===== config.mk =====
export PLATFORM = sky130hd
export DESIGN_NAME = gat_debug_monitor
export DESIGN_NICKNAME = d
export VERILOG_FILES = /design/src/rtl/gat_debug_monitor.sv
export SDC_FILE = /design/constraint.sdc
export NUM_CORES = 1
export LEC_CHECK = 0
export BUFFER_PORTS_ARGS = -buffer_cell sky130_fd_sc_hd__buf_2
export CORE_AREA = 10 10 242 244
export CTS_CLUSTER_SIZE = 40
export DETAILED_ROUTE_END_ITERATION = 12
export DIE_AREA = 0 0 252 254
export GPL_TIMING_DRIVEN = 0
export SLEW_MARGIN = 40
export SYNTH_ARGS = -nofsm -noshare
export SYNTH_HDL_FRONTEND = slang
export SYNTH_SLANG_ARGS = --single-unit
export TNS_END_PERCENT = 20

===== constraint.sdc =====
create_clock -name clk -period 5.3 [get_ports clk]
set_input_delay 1.06 -clock clk [delete_from_list [all_inputs] [get_ports clk]]
set_output_delay 1.06 -clock clk [all_outputs]
set_load 0.02 [all_outputs]

===== src/rtl/gat_debug_monitor.sv =====
// Debug monitor for the GAT pipeline: sticky stage flags, per-stage latency/event
// counters, address-matched data capture and a registered word-indexed readout.
module gat_debug_monitor #(
    parameter int unsigned NUM_STAGES = 4,
    parameter int unsigned NUM_CAP    = 2,
    parameter int unsigned CNT_W      = 32,
    parameter int unsigned ADDR_W     = 14,
    parameter int unsigned CAP_W      = 32,
    parameter logic [31:0] BUILD_ID   = 32'd15160504,
    parameter int unsigned RD_SEL_W   = 6
) (
    input  logic                        clk,
    input  logic                        rst_n,
    input  logic                        clr_i,
    input  logic [NUM_STAGES-1:0]       stage_vld_i,
    input  logic [NUM_STAGES-1:0]       stage_rdy_i,
    input  logic [ADDR_W-1:0]           mon_addr_i,
    input  logic                        mon_en_i,
    input  logic [CAP_W-1:0]            cap_data_i,
    input  logic [NUM_CAP*ADDR_W-1:0]   cfg_cap_addr_i,
    input  logic [NUM_CAP-1:0]          cfg_cap_first_i,
    input  logic [RD_SEL_W-1:0]         rd_sel_i,
    output logic [31:0]                 rd_data_o,
    output logic [2*NUM_STAGES-1:0]     flags_o
);

    localparam int unsigned    LAT_BASE = 4;
    localparam int unsigned    EVT_BASE = LAT_BASE + NUM_STAGES;
    localparam int unsigned    CAP_BASE = EVT_BASE + NUM_STAGES;
    localparam logic [CNT_W-1:0] CNT_MAX = '1;

    typedef enum logic [1:0] {
        ST_IDLE = 2'd0,
        ST_RUN  = 2'd1,
        ST_DONE = 2'd2
    } stage_st_e;

    stage_st_e             st_q  [NUM_STAGES];
    logic [CNT_W-1:0]      lat_q [NUM_STAGES];
    logic [CNT_W-1:0]      evt_q [NUM_STAGES];
    logic [NUM_STAGES-1:0] vld_seen_q;
    logic [NUM_STAGES-1:0] rdy_seen_q;
    logic [CAP_W-1:0]      cap_q [NUM_CAP];
    logic [NUM_CAP-1:0]    hit_q;
    logic [NUM_CAP-1:0]    match_c;
    logic [31:0]           rd_data_q;
    logic [31:0]           rd_data_d;
    logic [31:0]           sel_c;
    logic                  clr_c;

    // Reset and clear are indistinguishable in effect.
    assign clr_c = !rst_n || clr_i;

    // Per-stage start-to-finish latency FSM.
    always_ff @(posedge clk) begin
        for (int i = 0; i < int'(NUM_STAGES); i++) begin
            if (clr_c) begin
                st_q[i]  <= ST_IDLE;
                lat_q[i] <= '0;
            end else begin
                case (st_q[i])
                    ST_IDLE: begin
                        if (stage_vld_i[i]) begin
                            st_q[i]  <= stage_rdy_i[i] ? ST_DONE : ST_RUN;
                            lat_q[i] <= stage_rdy_i[i] ? '0 : CNT_W'(1);
                        end
                    end
                    ST_RUN: begin
                        if (stage_rdy_i[i]) begin
                            st_q[i] <= ST_DONE;
                        end else if (lat_q[i] != CNT_MAX) begin
                            lat_q[i] <= lat_q[i] + CNT_W'(1);
                        end
                    end
                    default: begin
                        st_q[i] <= st_q[i];
                    end
                endcase
            end
        end
    end

    // Sticky flags and saturating valid-cycle counters.
    always_ff @(posedge clk) begin
        if (clr_c) begin
            vld_seen_q <= '0;
            rdy_seen_q <= '0;
            for (int i = 0; i < int'(NUM_STAGES); i++) begin
                evt_q[i] <= '0;
            end
        end else begin
            vld_seen_q <= vld_seen_q | stage_vld_i;
            rdy_seen_q <= rdy_seen_q | stage_rdy_i;
            for (int i = 0; i < int'(NUM_STAGES); i++) begin
                if (stage_vld_i[i] && (evt_q[i] != CNT_MAX)) begin
                    evt_q[i] <= evt_q[i] + CNT_W'(1);
                end
            end
        end
    end

    always_comb begin
        match_c = '0;
        for (int j = 0; j < int'(NUM_CAP); j++) begin
            match_c[j] = mon_en_i && (mon_addr_i == cfg_cap_addr_i[j*ADDR_W +: ADDR_W]);
        end
    end

    // Capture slots: first-match slots freeze once hit, others track the latest match.
    always_ff @(posedge clk) begin
        if (clr_c) begin
            hit_q <= '0;
            for (int j = 0; j < int'(NUM_CAP); j++) begin
                cap_q[j] <= '0;
            end
        end else begin
            hit_q <= hit_q | match_c;
            for (int j = 0; j < int'(NUM_CAP); j++) begin
                if (match_c[j] && (!cfg_cap_first_i[j] || !hit_q[j])) begin
                    cap_q[j] <= cap_data_i;
                end
            end
        end
    end

    // Stage 0 sits in the top pair; vld is the upper bit of each pair.
    always_comb begin
        flags_o = '0;
        for (int i = 0; i < int'(NUM_STAGES); i++) begin
            flags_o[2*(NUM_STAGES-1-i)+1] = vld_seen_q[i];
            flags_o[2*(NUM_STAGES-1-i)]   = rdy_seen_q[i];
        end
    end

    assign sel_c = 32'(rd_sel_i);

    // Readout word map; unmapped indices read as zero.
    always_comb begin
        rd_data_d = '0;
        if (sel_c == 32'd0) begin
            rd_data_d = BUILD_ID;
        end else if (sel_c == 32'd1) begin
            rd_data_d = 32'(flags_o);
        end else if (sel_c == 32'd2) begin
            for (int i = 0; i < int'(NUM_STAGES); i++) begin
                rd_data_d[i] = (st_q[i] == ST_DONE);
            end
            for (int j = 0; j < int'(NUM_CAP); j++) begin
                rd_data_d[16+j] = hit_q[j];
            end
        end else if (sel_c == 32'd3) begin
            rd_data_d = {16'd0, 8'(NUM_CAP), 8'(NUM_STAGES)};
        end else begin
            for (int i = 0; i < int'(NUM_STAGES); i++) begin
                if (sel_c == 32'(LAT_BASE + 32'(i))) begin
                    rd_data_d = 32'(lat_q[i]);
                end
                if (sel_c == 32'(EVT_BASE + 32'(i))) begin
                    rd_data_d = 32'(evt_q[i]);
                end
            end
            for (int j = 0; j < int'(NUM_CAP); j++) begin
                if (sel_c == 32'(CAP_BASE + 32'(j))) begin
                    rd_data_d = 32'(cap_q[j]);
                end
            end
        end
    end

    always_ff @(posedge clk) begin
        if (clr_c) begin
            rd_data_q <= '0;
        end else begin
            rd_data_q <= rd_data_d;
        end
    end

    assign rd_data_o = rd_data_q;

endmodule


After elaboration in Yosys (flattened, before gate mapping)
Memories as Yosys holds them, arrays and structs flattened.
Index checks and enable logic that the tools add are counted.
{"block": "totals", "register_bits": 42, "ram_bits": 328, "output_inout_bits": 40, "mem_count": 4}
{"block": "classes", "add_sub_neg": 8, "eq_ne": 31, "muxes": 135, "bitwise": 29, "reduce_logical": 28}
{"name": "evt_q", "words": 4, "word_bits": 32, "rd": 4, "rd_clocked_by_memory_dff": 0, "wr": 4, "line_no": "40", "text": "logic [CNT_W-1:0] evt_q [NUM_STAGES];"}
{"name": "lat_q", "words": 4, "word_bits": 32, "rd": 4, "rd_clocked_by_memory_dff": 0, "wr": 4, "line_no": "39", "text": "logic [CNT_W-1:0] lat_q [NUM_STAGES];"}
{"name": "cap_q", "words": 2, "word_bits": 32, "rd": 2, "rd_clocked_by_memory_dff": 0, "wr": 2, "line_no": "43", "text": "logic [CAP_W-1:0] cap_q [NUM_CAP];"}
{"name": "st_q", "words": 4, "word_bits": 2, "rd": 4, "rd_clocked_by_memory_dff": 0, "wr": 4, "line_no": "38", "text": "stage_st_e st_q [NUM_STAGES];"}
{"cell": "32-bit 2-to-1 mux", "n": 24}
{"cell": "32-bit by 1-bit adder with 32-bit output (second input constant)", "n": 8}
{"cell": "32-bit != test (second input constant)", "n": 8}
{"cell": "1-bit 2-to-1 mux", "n": 88}
{"cell": "24-bit 2-to-1 mux", "n": 3}
{"cell": "6-bit by 4-bit equality test with 1-bit output (second input constant)", "n": 6}
{"cell": "2-bit 2-to-1 mux", "n": 17}
{"cell": "32-bit zero test", "n": 1}
{"cell": "14-bit equality test", "n": 2}
{"cell": "1-bit OR", "n": 26}
{"cell": "6-bit by 3-bit equality test with 1-bit output (second input constant)", "n": 4}
{"cell": "6-bit by 2-bit equality test with 1-bit output (second input constant)", "n": 2}
{"cell": "12-bit 2-to-1 mux", "n": 1}
{"cell": "2-bit OR reduction", "n": 5}
{"cell": "2-bit by 1-bit equality test with 1-bit output (second input constant)", "n": 4}
{"cell": "2-bit equality test (second input constant)", "n": 4}
{"cell": "1-bit logical AND", "n": 8}
{"cell": "2-bit zero test", "n": 4}
{"cell": "4-bit OR", "n": 2}
{"cell": "6-bit by 1-bit equality test with 1-bit output (second input constant)", "n": 1}
{"cell": "6-bit 2-to-1 mux", "n": 1}
{"cell": "1-bit zero test", "n": 5}
{"cell": "5-bit OR reduction", "n": 1}
{"cell": "4-bit 2-to-1 mux", "n": 1}
{"cell": "3 further kinds", "n": 5}

Longest topological paths before layout
{"block": "depth", "word_depth": 15, "mapped_depth": 9, "depth_no_buf": 6}

Worst setup path after synthesis
Ideal clock, no wire load.
{"block": "synth_timing", "path_type": "reg-to-reg", "startpoint": "mem evt_q[1][0]", "endpoint": "mem evt_q[1][0], enable pin", "setup_ns": 0.466, "arrival_time_ns": 3.449, "t_required_ns": 4.834, "slack_ns": 1.386, "stages_incl_launch_ff": 6, "n_path_buf": 0, "synth_period_minus_slack_ns": 3.914, "path_cell_list": "edfxtp_1 -> ha_1 -> and4_1 -> nand4_2 -> nor4_1 -> o21ai_0"}
{"item": "start: declaration", "line_no": "40"}

Worst setup path after layout
{"block": "layout_timing", "startpoint": "in rd_sel_i[0]", "endpoint": "reg rd_data_q[21] (netlist: rd_data_o[21])"}
{"block": "layout_via", "elab_chain_len": 15, "elab_cells_between_ends": 28}
{"item": "start: declaration", "line_no": "22", "text": "input logic [RD_SEL_W-1:0] rd_sel_i,"}
{"item": "6-bit by 3-bit equality test with 1-bit output", "line_no": "155", "text": "if (sel_c == 32'(LAT_BASE + 32'(i))) begin"}
{"item": "32-bit 2-to-1 mux", "line_no": "155"}
{"item": "32-bit 2-to-1 mux", "line_no": "158", "text": "if (sel_c == 32'(EVT_BASE + 32'(i))) begin"}
{"item": "32-bit 2-to-1 mux", "line_no": "155"}
{"item": "32-bit 2-to-1 mux", "line_no": "158"}
{"item": "32-bit 2-to-1 mux", "line_no": "155"}
{"item": "32-bit 2-to-1 mux", "line_no": "158"}
{"item": "32-bit 2-to-1 mux", "line_no": "155"}
{"item": "32-bit 2-to-1 mux", "line_no": "158"}
{"item": "32-bit 2-to-1 mux (2 in series)", "line_no": "163", "text": "if (sel_c == 32'(CAP_BASE + 32'(j))) begin"}
{"item": "24-bit 2-to-1 mux", "line_no": "151", "text": "end else if (sel_c == 32'd3) begin"}
{"item": "6-bit 2-to-1 mux", "line_no": "144", "text": "end else if (sel_c == 32'd2) begin"}
{"item": "24-bit 2-to-1 mux", "line_no": "142", "text": "end else if (sel_c == 32'd1) begin"}
{"item": "24-bit 2-to-1 mux (*)", "line_no": "140", "text": "if (sel_c == 32'd0) begin"}
{"item": "end signal: assignment", "line_no": "174", "text": "rd_data_q <= rd_data_d;"}
{"item": "end: declaration", "line_no": "46", "text": "logic [31:0] rd_data_q;"}
Mark *: on every way between the ends. The rest lies on a longest branch, timed or not.
A chain may end at the register's enable or synchronous reset.

==> out/qor.yml <==
htreeDepth: 2
floorplan.initialDensity_pct: 38.6
period_share_pct: 66.9
overflow: 0
post_cts.repair.setup_buffers: 0
syn_area_um2: 20700
yosysTopAreaCell: "edfxtp_1"
netlist_top_cells_count: "328 x edfxtp_1, 326 x nor2_1, 130 x xnor2_1"
placed_cell_area_um2: 22500
post_cts_resized: 0
drc: 0
cts-root-buf: "clkbuf_16"
via_per_inst: 5.98
worstPathRequired_ns: 5.74
clock_skew_ns: 0.0262
yosysSeqAreaShare_pct: 51.7
yosys-top-cells-area: "edfxtp_1 48%, nor2_1 5.9%, xnor2_1 5.5%"
wl_um: 72300
die_h_um: 254
max_slew_margin_pct: 35.9
synth_warnings: 0
cap_violations: 0
syn_nets: 2109
die_x_um: 252
worst_path_max_delay_cell: "o21ai_0"
ctsHoldBuffers: 0
synth.most_common_cell: "edfxtp_1"
ir_drop_mv: 0.216
synth_cells: 2007
drt_iter0_markers: 2208
cts_made_buffers: 42
crit_type: "input port to flip-flop"
fp.coreArea_um2: 53600
fin_nets: 2299
stdcell_count: 2925
grt_first_pass_wirelength_um: 107000
dr.pass1.iters: 6
reg2reg_from: "lat_q[3][11]"
multi_input_area_um2: 9490
grt_max_degree: 33
path_common_cell: "buf_2"
cp-start-kind: "input port"
area_growth_pct: 15.7
fin_area_um2: 24000
ant_nets: 0
path_delay_family: "compound AO/OA/AOI/OAI gates"
cts.clk_slew.worst_paths_ns: 0.06
finalSetupViolCount: 0
numPlacedInstances: 2849
status: "finished, final reports clean"
ys_types: 78
die_area_um2: 64000
synth-edff-count: 328
drive_above_1_share_pct: 13.7
ys.flop_type: "edfxtp_1"
fmax_mhz: 282
post_drt_wl_per_cell_um: 24.7
hp-start: "hit_q[1]"
p_per_area_nw_per_um2: 294
crit_path_start: "rd_sel_i[0]"
seq_area_um2: 10700
num_io_pins: 134
worst-path-buf-inv: 3
cts_tree: "built"
cp-end-kind: "flip-flop"
arrival_ns: 3.99
avgSynthCellArea_um2: 10.3
vias: 17500
fillers: 5124
placementRows: 85
critical-path-max-stage-delay_ns: 0.63
hold_violations: 0
p_leak_uw: 0.00814
first_global_vias: 16500
antenna_found_initial: 0
rsz0062_at_grt: "no"
worst_pin_slew_ns: 0.959
io_buffers: 133
synth_top_area_share_pct: 47.6
dp_hpwl_um: 55800
slew_violations: 0
n_antenna_cell: 0
clockBufferDepth: 3
clk_latency_ns: 0.58
async_reset_ff_share_pct: 0
crit_chain: "buf_2 > buf_2 > nor2_1 > mux2i_1 > o21ai_0 > clkbuf_1 > a2111oi_1 > o32ai_1"
gp_congestion: 0.975
pre_cts_slack_ns: 1.15
min_period_ns: 3.55
crit_fanout: 10
grt_usage_pct: 22.0
hp-class: "flip-flop to flip-flop"
numClockSinks: 370
synth-seq-cells: 370
setup_ws_ns: 1.75
==> flip-flops by register name (all words and copies together) (netlist names) <==
name and flops:
rdy_seen_q 4, st_q 8, cap_q 64, hit_q 2, lat_q 128, rd_data_o 32, evt_q 128, vld_seen_q 4
==> worst reg2reg max path, cell delays in order (launching register included) <==
cell	delay (ns)
edfxtp_1	0.53
nand4_1	0.26
or4_1	0.59
clkbuf_1	0.19
nor2_1	0.11
a31o_2	0.18
buf_4	0.19
o211ai_1	0.21
buf_2	0.26
buf_4	0.17
buf_2	0.18
buf_2	0.19
==> metal layers <==
layer	part of all wire [%]	vias to the layer above	global-route usage [%]	wire, µm
li1	-	7886	-	-
met1	41	8619	29.3	29500
met2	45	842	34.2	32600
met3	9.7	157	4.35	7030
met4	4.4	0	10.0	3180
met5	0	-	0	0
==> cells by family after synthesis <==
family,count (synthesis),synth area share [%]
fa+ha+maj,8,0.484
mux,18,0.931
xor+xnor,254,10.7
simple gates,895,22.0
compound gates,307,10.9
buf+inv,155,3.26
flops,370,51.7
==> cell usage in the layout (no fill, tap or decap), drive strengths merged, types with 9 or more instances in the layout <==
cell type  synthesis  layout
nor2             329     329
edfxtp           328     328
buf               53     197
xnor2            130     130
xor2             124     124
clkbuf            58     116
nand3            114     114
nand2            103     103
nand4             80      80
and3              53      53
nor3              51      51
a21oi             47      47
inv               44      47
and4              43      43
dfxtp             42      42
o21ai             42      42
nor2b             39      39
nor4              28      28
or3               24      24
a221oi            24      24
o221ai            22      22
o22ai             19      19
mux2i             17      17
a2bb2oi           13      13
o32ai             12      12
a32o              12      12
a2111oi           12      12
a22oi             11      11
a22o              10      10
clkinv             0      10
a31oi              9       9
==> report_power, final <==
| part | switching, µW | leakage [µW] | internal, µW | total (µW) |
|---|---|---|---|---|
| clock network | 1240 | 0.000703 | 1810 | 3050 |
| registers | 197 | 0.00408 | 3310 | 3510 |
| logic | 300 | 0.00335 | 177 | 478 |
==> per-stage QoR <==
stage	setup TNS [ns]	power [µW]	util, %	hold slack (ns)
5_1_grt	0	7210	44.7	0.554
6_report	0	7030	44.7	0.520
3_3_place_gp	-14.12	4010	41.5	0.490
3_5_place_dp	0	4030	42.0	0.502
2_1_floorplan	0	3750	-	0.444
4_1_cts	0	7050	44.6	0.516
==> worst paths after layout <==
check                           slack (ns)  cells past startpoint            end
worst max-delay path                  1.75                      8  rd_data_o[21]
worst min-delay path                  0.52                      1       hit_q[1]
worst max register to register        2.00                     11   lat_q[3][13]
worst min register to register        0.52                      1       hit_q[1]
==> area by class of cell <==
cell class	instances	area share [%]
Buffer	111	2.14
Clock buffer	57	5.06
Clock inverter	19	0.909
Inverter	44	0.690
Multi-Input combinational cell	1482	39.6
Sequential cell	370	44.6
Tap cell	696	3.64
Timing Repair Buffer	146	3.31
Note: power is estimated with default switching activity, not from simulation.
